[src/rtl/ldreg6_arb_pkg.sv]
// Shared types and helpers for the ldreg6 load-register arbiter.
package ldreg6_arb_pkg;

    typedef enum logic [1:0] {
        ST_IDLE,
        ST_LOAD,
        ST_GAP
    } state_t;

    localparam int GAP_W = 4;

    // Lowest index at or above ptr (with wrap) among the first n bits.
    function automatic int rr_pick(
        input logic [7:0] req,
        input int         ptr,
        input int         n
    );
        int         res;
        int         idx;
        logic [2:0] sel;
        res = 0;
        for (int k = 7; k >= 0; k--) begin
            if (k < n) begin
                idx = ptr + k;
                if (idx >= n) idx = idx - n;
                sel = idx[2:0];
                if (req[sel]) res = idx;
            end
        end
        return res;
    endfunction

endpackage

[src/rtl/ldreg6_arb_rr_arb.sv]
// Combinational round-robin picker over NREQ request lines.
module rr_arb
    import ldreg6_arb_pkg::*;
#(
    parameter int NREQ = 4,
    parameter int IW   = $clog2(NREQ)
) (
    input  logic [NREQ-1:0] req,
    input  logic [IW-1:0]   ptr,
    output logic [IW-1:0]   win,
    output logic            valid
);

    logic [7:0] r8;

    always_comb begin
        r8 = '0;
        r8[NREQ-1:0] = req;
        win = IW'(rr_pick(r8, int'(ptr), NREQ));
        valid = |req;
    end

endmodule

[src/rtl/ldreg6_arb.sv]
// Round-robin sequencer driving the shared 6-bit load register.
// Optional ownership lock compiled in with LDREG6_ARB_LOCK_EN.
module ldreg6_arb
    import ldreg6_arb_pkg::*;
#(
    parameter int NREQ  = 4,
    parameter int WIDTH = 6,
    parameter int GAP   = 2
) (
    input  logic                    clk,
    input  logic                    rst_n,
    input  logic [NREQ-1:0]         req,
    input  logic [NREQ*WIDTH-1:0]   din,
`ifdef LDREG6_ARB_LOCK_EN
    input  logic [NREQ-1:0]         lock,
`endif
    output logic [WIDTH-1:0]        reg_d,
    output logic                    reg_ld,
    output logic [NREQ-1:0]         ack,
    output logic [$clog2(NREQ)-1:0] owner,
    output logic                    busy
);

    localparam int IW = $clog2(NREQ);

    state_t           state;
    logic [IW-1:0]    ptr;
    logic [GAP_W-1:0] gap_cnt;
    logic [NREQ-1:0]  req_eff;
    logic [IW-1:0]    ptr_eff;
    logic [IW-1:0]    win;
    logic             win_vld;
    logic [IW-1:0]    nxt_owner;

    assign nxt_owner = (owner == IW'(NREQ - 1)) ? '0 : owner + 1'b1;

`ifdef LDREG6_ARB_LOCK_EN
    logic locked;
    logic own_lock;

    assign own_lock = lock[owner];

    // While held, only the owner may win; on release resume after it.
    always_comb begin
        req_eff = req;
        ptr_eff = ptr;
        if (locked && own_lock) begin
            req_eff = req & (NREQ'(1) << owner);
        end else if (locked) begin
            ptr_eff = nxt_owner;
        end
    end
`else
    assign req_eff = req;
    assign ptr_eff = ptr;
`endif

    rr_arb #(
        .NREQ (NREQ),
        .IW   (IW)
    ) u_rr (
        .req   (req_eff),
        .ptr   (ptr_eff),
        .win   (win),
        .valid (win_vld)
    );

    always_ff @(posedge clk or negedge rst_n) begin
        if (!rst_n) begin
            state   <= ST_IDLE;
            ptr     <= '0;
            gap_cnt <= '0;
            reg_d   <= '0;
            reg_ld  <= 1'b0;
            ack     <= '0;
            owner   <= '0;
            busy    <= 1'b0;
`ifdef LDREG6_ARB_LOCK_EN
            locked  <= 1'b0;
`endif
        end else begin
            reg_ld <= 1'b0;
            ack    <= '0;
            unique case (state)
                ST_IDLE: begin
`ifdef LDREG6_ARB_LOCK_EN
                    if (locked && !own_lock) begin
                        locked <= 1'b0;
                        ptr    <= nxt_owner;
                    end
`endif
                    if (win_vld) begin
                        owner  <= win;
                        reg_d  <= din[win*WIDTH +: WIDTH];
                        reg_ld <= 1'b1;
                        ack    <= NREQ'(1) << win;
                        busy   <= 1'b1;
                        state  <= ST_LOAD;
                    end
                end
                ST_LOAD: begin
                    ptr <= nxt_owner;
                    if (GAP > 0) begin
                        gap_cnt <= GAP_W'(GAP - 1);
                        state   <= ST_GAP;
                    end else begin
                        busy  <= 1'b0;
                        state <= ST_IDLE;
`ifdef LDREG6_ARB_LOCK_EN
                        if (own_lock) begin
                            locked <= 1'b1;
                            ptr    <= owner;
                        end
`endif
                    end
                end
                ST_GAP: begin
                    if (gap_cnt == '0) begin
                        busy  <= 1'b0;
                        state <= ST_IDLE;
`ifdef LDREG6_ARB_LOCK_EN
                        if (own_lock) begin
                            locked <= 1'b1;
                            ptr    <= owner;
                        end
`endif
                    end else begin
                        gap_cnt <= gap_cnt - 1'b1;
                    end
                end
                default: state <= ST_IDLE;
            endcase
        end
    end

endmodule

[config.mk]
export PLATFORM = sky130hd
export DESIGN_NAME = ldreg6_arb
export DESIGN_NICKNAME = d
export VERILOG_FILES = /design/src/rtl/ldreg6_arb_pkg.sv /design/src/rtl/ldreg6_arb_rr_arb.sv /design/src/rtl/ldreg6_arb.sv
export SDC_FILE = /design/constraint.sdc
export NUM_CORES = 1
export LEC_CHECK = 0
export BUFFER_PORTS_ARGS = -buffer_cell sky130_fd_sc_hd__buf_2
export CORE_ASPECT_RATIO = 1.1
export CORE_MARGIN = 4
export CORE_UTILIZATION = 40
export DETAILED_ROUTE_END_ITERATION = 7
export MAX_ROUTING_LAYER = met4
export PLACE_DENSITY = 0.63
export SKIP_CTS_REPAIR_TIMING = 1
export SYNTH_ARGS = -nofsm -noshare
export SYNTH_HDL_FRONTEND = slang
export SYNTH_SLANG_ARGS = --single-unit
[constraint.sdc]
create_clock -name clk -period 4.65 [get_ports clk]
set_input_delay 0.465 -clock clk [delete_from_list [all_inputs] [get_ports clk]]
set_output_delay 0.465 -clock clk [all_outputs]
set_load 0.1 [all_outputs]
==> qor.log <==
qor: sta.report.final.slew_viol_count 0
qor: critical_path.worstReg2RegStart ptr[0]$_DFFE_PN0P_
qor: layout.fill_cells 287
qor: sta.worst_slew_margin_rel 16.01%
qor: sta.worst_pin_slew 1.253 ns
qor: layout.fraction_of_layout_cells_with_a_size_suffix_above_1 32.95%
qor: sta.min_period_over_period 61.96%
qor: layout.multi_input_comb_area 750.7 µm²
qor: place.port_buffers 43
qor: critical_path.critical_path_arrival 3.09 ns
qor: global_routing.grt_pass1_vias 1236
qor: detailed_routing.detailroute.via_count 1192
qor: synthesis.ys_ff_latch 22
qor: critical_path.critPathRequiredTime 4.86 ns
qor: synthesis.yosysWarningCount 0
qor: layout.num_antenna_cells 0
qor: synthesis.ys_types 41
qor: detailed_routing.dr_pass1_iterations 4
qor: critical_path.startpoint ptr[0]$_DFFE_PN0P_
qor: sta.report.final.setup_viol 0
qor: synthesis.yosysMostFrequentCell sky130_fd_sc_hd__dfrtp_1
qor: place.placed_cells_incl_taps 203
qor: sta.rsz0062_at_grt false
qor: sta.worst_clock_skew 0.006105 ns
qor: synthesis.synth.top_cell.area_share 40.48%
qor: layout.seqCellArea 550.5 µm²
qor: clock_network.clock_tree.root_cell sky130_fd_sc_hd__clkbuf_4
qor: run.cap_violations 0
qor: clock_network.tritoncts.num_buffers 3
qor: sta.hold_violation_count_in_the_final_report 0
qor: global_routing.globalRouteOverflowTotal 0
qor: synthesis.syn-cell-area 1360 µm²
qor: critical_path.setup.worst_path.class register to register
qor: die.die-area 4398 µm²
qor: critical_path.end_kind register
qor: detailed_routing.antenna_violating_nets_post_route 0
qor: global_routing.grt_first_pass_wirelength 5.478 mm
qor: global_routing.grt_util_all_layers 15.81%
qor: clock_network.cts_max_path_buffers 2
qor: global_routing.grt_antenna_before_repair 0
qor: die.initial_util 43.13%
qor: sta.max_clock_freq 347.1 MHz
qor: die.floorplan.die.height 69.16 µm
qor: layout.instances_no_fill 207
qor: die.num_rows 21
qor: synthesis.synthesis.instances 133
qor: synthesis.top_ff_cell_synth sky130_fd_sc_hd__dfrtp_1
qor: critical_path.worstRegToRegCells 6
qor: synthesis.synth_top_cell_by_area sky130_fd_sc_hd__dfrtp_1
qor: detailed_routing.vias_per_cell 5.758
qor: clock_network.cts.sink_count 22
qor: synthesis.synthTopCellsByCount 22 x sky130_fd_sc_hd__dfrtp_1, 13 x sky130_fd_sc_hd__nor2_1, 12 x sky130_fd_sc_hd__mux2i_1
qor: die.chipWidth 63.60 µm
qor: die.design.core.area 3153 µm²
qor: detailed_routing.wl_per_cell 15.84 µm
qor: die.boundaryPins 44
qor: sta.fin_setup_tns 0 ns
qor: clock_network.insertion_delay 0.31 ns
qor: hold_path.worst_hold_path_type primary input to async pin
qor: global_routing.largest_net_degree_at_the_start_of_global_routing 23
qor: clock_network.tritoncts done
qor: detailed_routing.routed_wl 3.279 mm
qor: synthesis.postSynthAreaPerCell 10.23 µm²
qor: synthesis.synth-edff-count 0
qor: critical_path.critPathCapture reg_d[2]$_DFFE_PN0P_
qor: layout.layout-area-overhead-vs-synth 20.15%
qor: place.routabilityCongestion 0.7934
qor: critical_path.reg2reg_slack 1.77 ns
qor: place.dp_hpwl 2.472 mm
qor: synthesis.syn-num-nets 167
qor: clock_network.clkSlewWorstSetupHoldPaths 0.13 ns
qor: synthesis.synth_top_cells_by_area sky130_fd_sc_hd__dfrtp_1 40%, sky130_fd_sc_hd__mux2i_1 8.8%, sky130_fd_sc_hd__nand4b_1 6.4%
qor: layout.finish.net_count 208
qor: synthesis.synth-seq-area-share 40.48%
qor: detailed_routing.drt_drc_violations_left 0
qor: synthesis.postSynth.asyncResetShare 100.0%
qor: clock_network.h-tree-depth 1
qor: detailed_routing.drt_iter0_drc 46
qor: sta.shortest_period_the_worst_path_allows 2.881 ns
qor: critical_path.crit_path_start_kind register
qor: critical_path.cp_max_fo 17
qor: status.run_status finished, final reports clean
qor: critical_path.worst_r2r_endpoint reg_d[2]$_DFFE_PN0P_
## state kept, by name (all words and copies together) (netlist names)
register,cells
ack,4
busy,1
reg_d,6
reg_ld,1
owner,2
ptr,2
gap_cnt,4
state,2
## cell usage in the layout (no fill, tap or decap), types with 4 or more instances in the layout
cell                        n
sky130_fd_sc_hd__nand4b_1  10
sky130_fd_sc_hd__nor2_1    13
sky130_fd_sc_hd__buf_2     43
sky130_fd_sc_hd__a211oi_1   6
sky130_fd_sc_hd__inv_1      4
sky130_fd_sc_hd__dfrtp_1   22
sky130_fd_sc_hd__nand2_1    7
sky130_fd_sc_hd__ha_1       4
sky130_fd_sc_hd__mux2i_1   12
sky130_fd_sc_hd__mux2_2     4
## worst max-delay path, cell delays in order, from the launching register on
cell,delay (ns)
sky130_fd_sc_hd__dfrtp_1,0.51
sky130_fd_sc_hd__ha_1,0.42
sky130_fd_sc_hd__or4b_1,0.48
sky130_fd_sc_hd__and4_4,0.19
sky130_fd_sc_hd__o22ai_4,0.46
sky130_fd_sc_hd__mux2_1,0.39
sky130_fd_sc_hd__a221o_1,0.32
## final cells by class
type | count | area share [%]
Clock inverter | 1 | 1.838
Sequential cell | 22 | 33.69
Multi-Input combinational cell | 99 | 45.94
Timing Repair Buffer | 44 | 13.63
Clock buffer | 3 | 1.378
Tap cell | 34 | 2.603
Inverter | 4 | 0.9188
## worst min-delay path by stage
| stage | from | endpoint | slack [ns] | depth (start not counted) |
|---|---|---|---|---|
| after floorplan | rst_n | ack[0]$_DFF_PN0_ | 0.17 | 0 |
| after global placement | rst_n | gap_cnt[0]$_DFFE_PN0P_ | 0.46 | 1 |
| after detailed placement | rst_n | gap_cnt[1]$_DFFE_PN0P_ | 0.47 | 1 |
| after CTS | rst_n | gap_cnt[3]$_DFFE_PN0P_ | 0.11 | 1 |
| after global routing | rst_n | gap_cnt[1]$_DFFE_PN0P_ | 0.12 | 1 |
| final | rst_n | busy$_DFFE_PN0P_ | 0.1 | 1 |
## layer usage
metal  share of wire, %  routed length, µm  global-route usage, %  vias up
li1                   -                  -                      -      579
met5                  0                  0                      -        -
met3                4.2                139                  2.597       10
met2                 53               1742                  28.31       36
met4                2.2                 72                  5.995        0
met1                 40               1325                  17.32      567
## kinds of logic (layout without fill, tap and decap cells)
family	after synthesis	in the layout	synth area share, %
simple gates	53	53	23.46
fa+ha+maj	4	4	3.680
buf+inv	12	52	4.691
compound gates	25	25	14.72
flops	22	22	40.48
mux	17	17	12.97
## stage by stage
| stage | setup slack (ns) | util, % | instance area, µm² | hold slack (ns) |
|---|---|---|---|---|
| after detailed placement | 1.780 | 50.16 | 1582 | 0.4659 |
| after global routing | 1.646 | 51.83 | 1634 | 0.1194 |
| after global placement | 1.849 | 50.16 | 1582 | 0.4602 |
| after CTS | 1.770 | 51.83 | 1634 | 0.1148 |
| after floorplan | 2.218 | - | 1360 | 0.1694 |
| final | 1.769 | 51.83 | 1634 | 0.09689 |
Power is left out: the tool's default activity adds up to more than one toggle a clock period on the data nets, which glitch-free logic cannot reach.
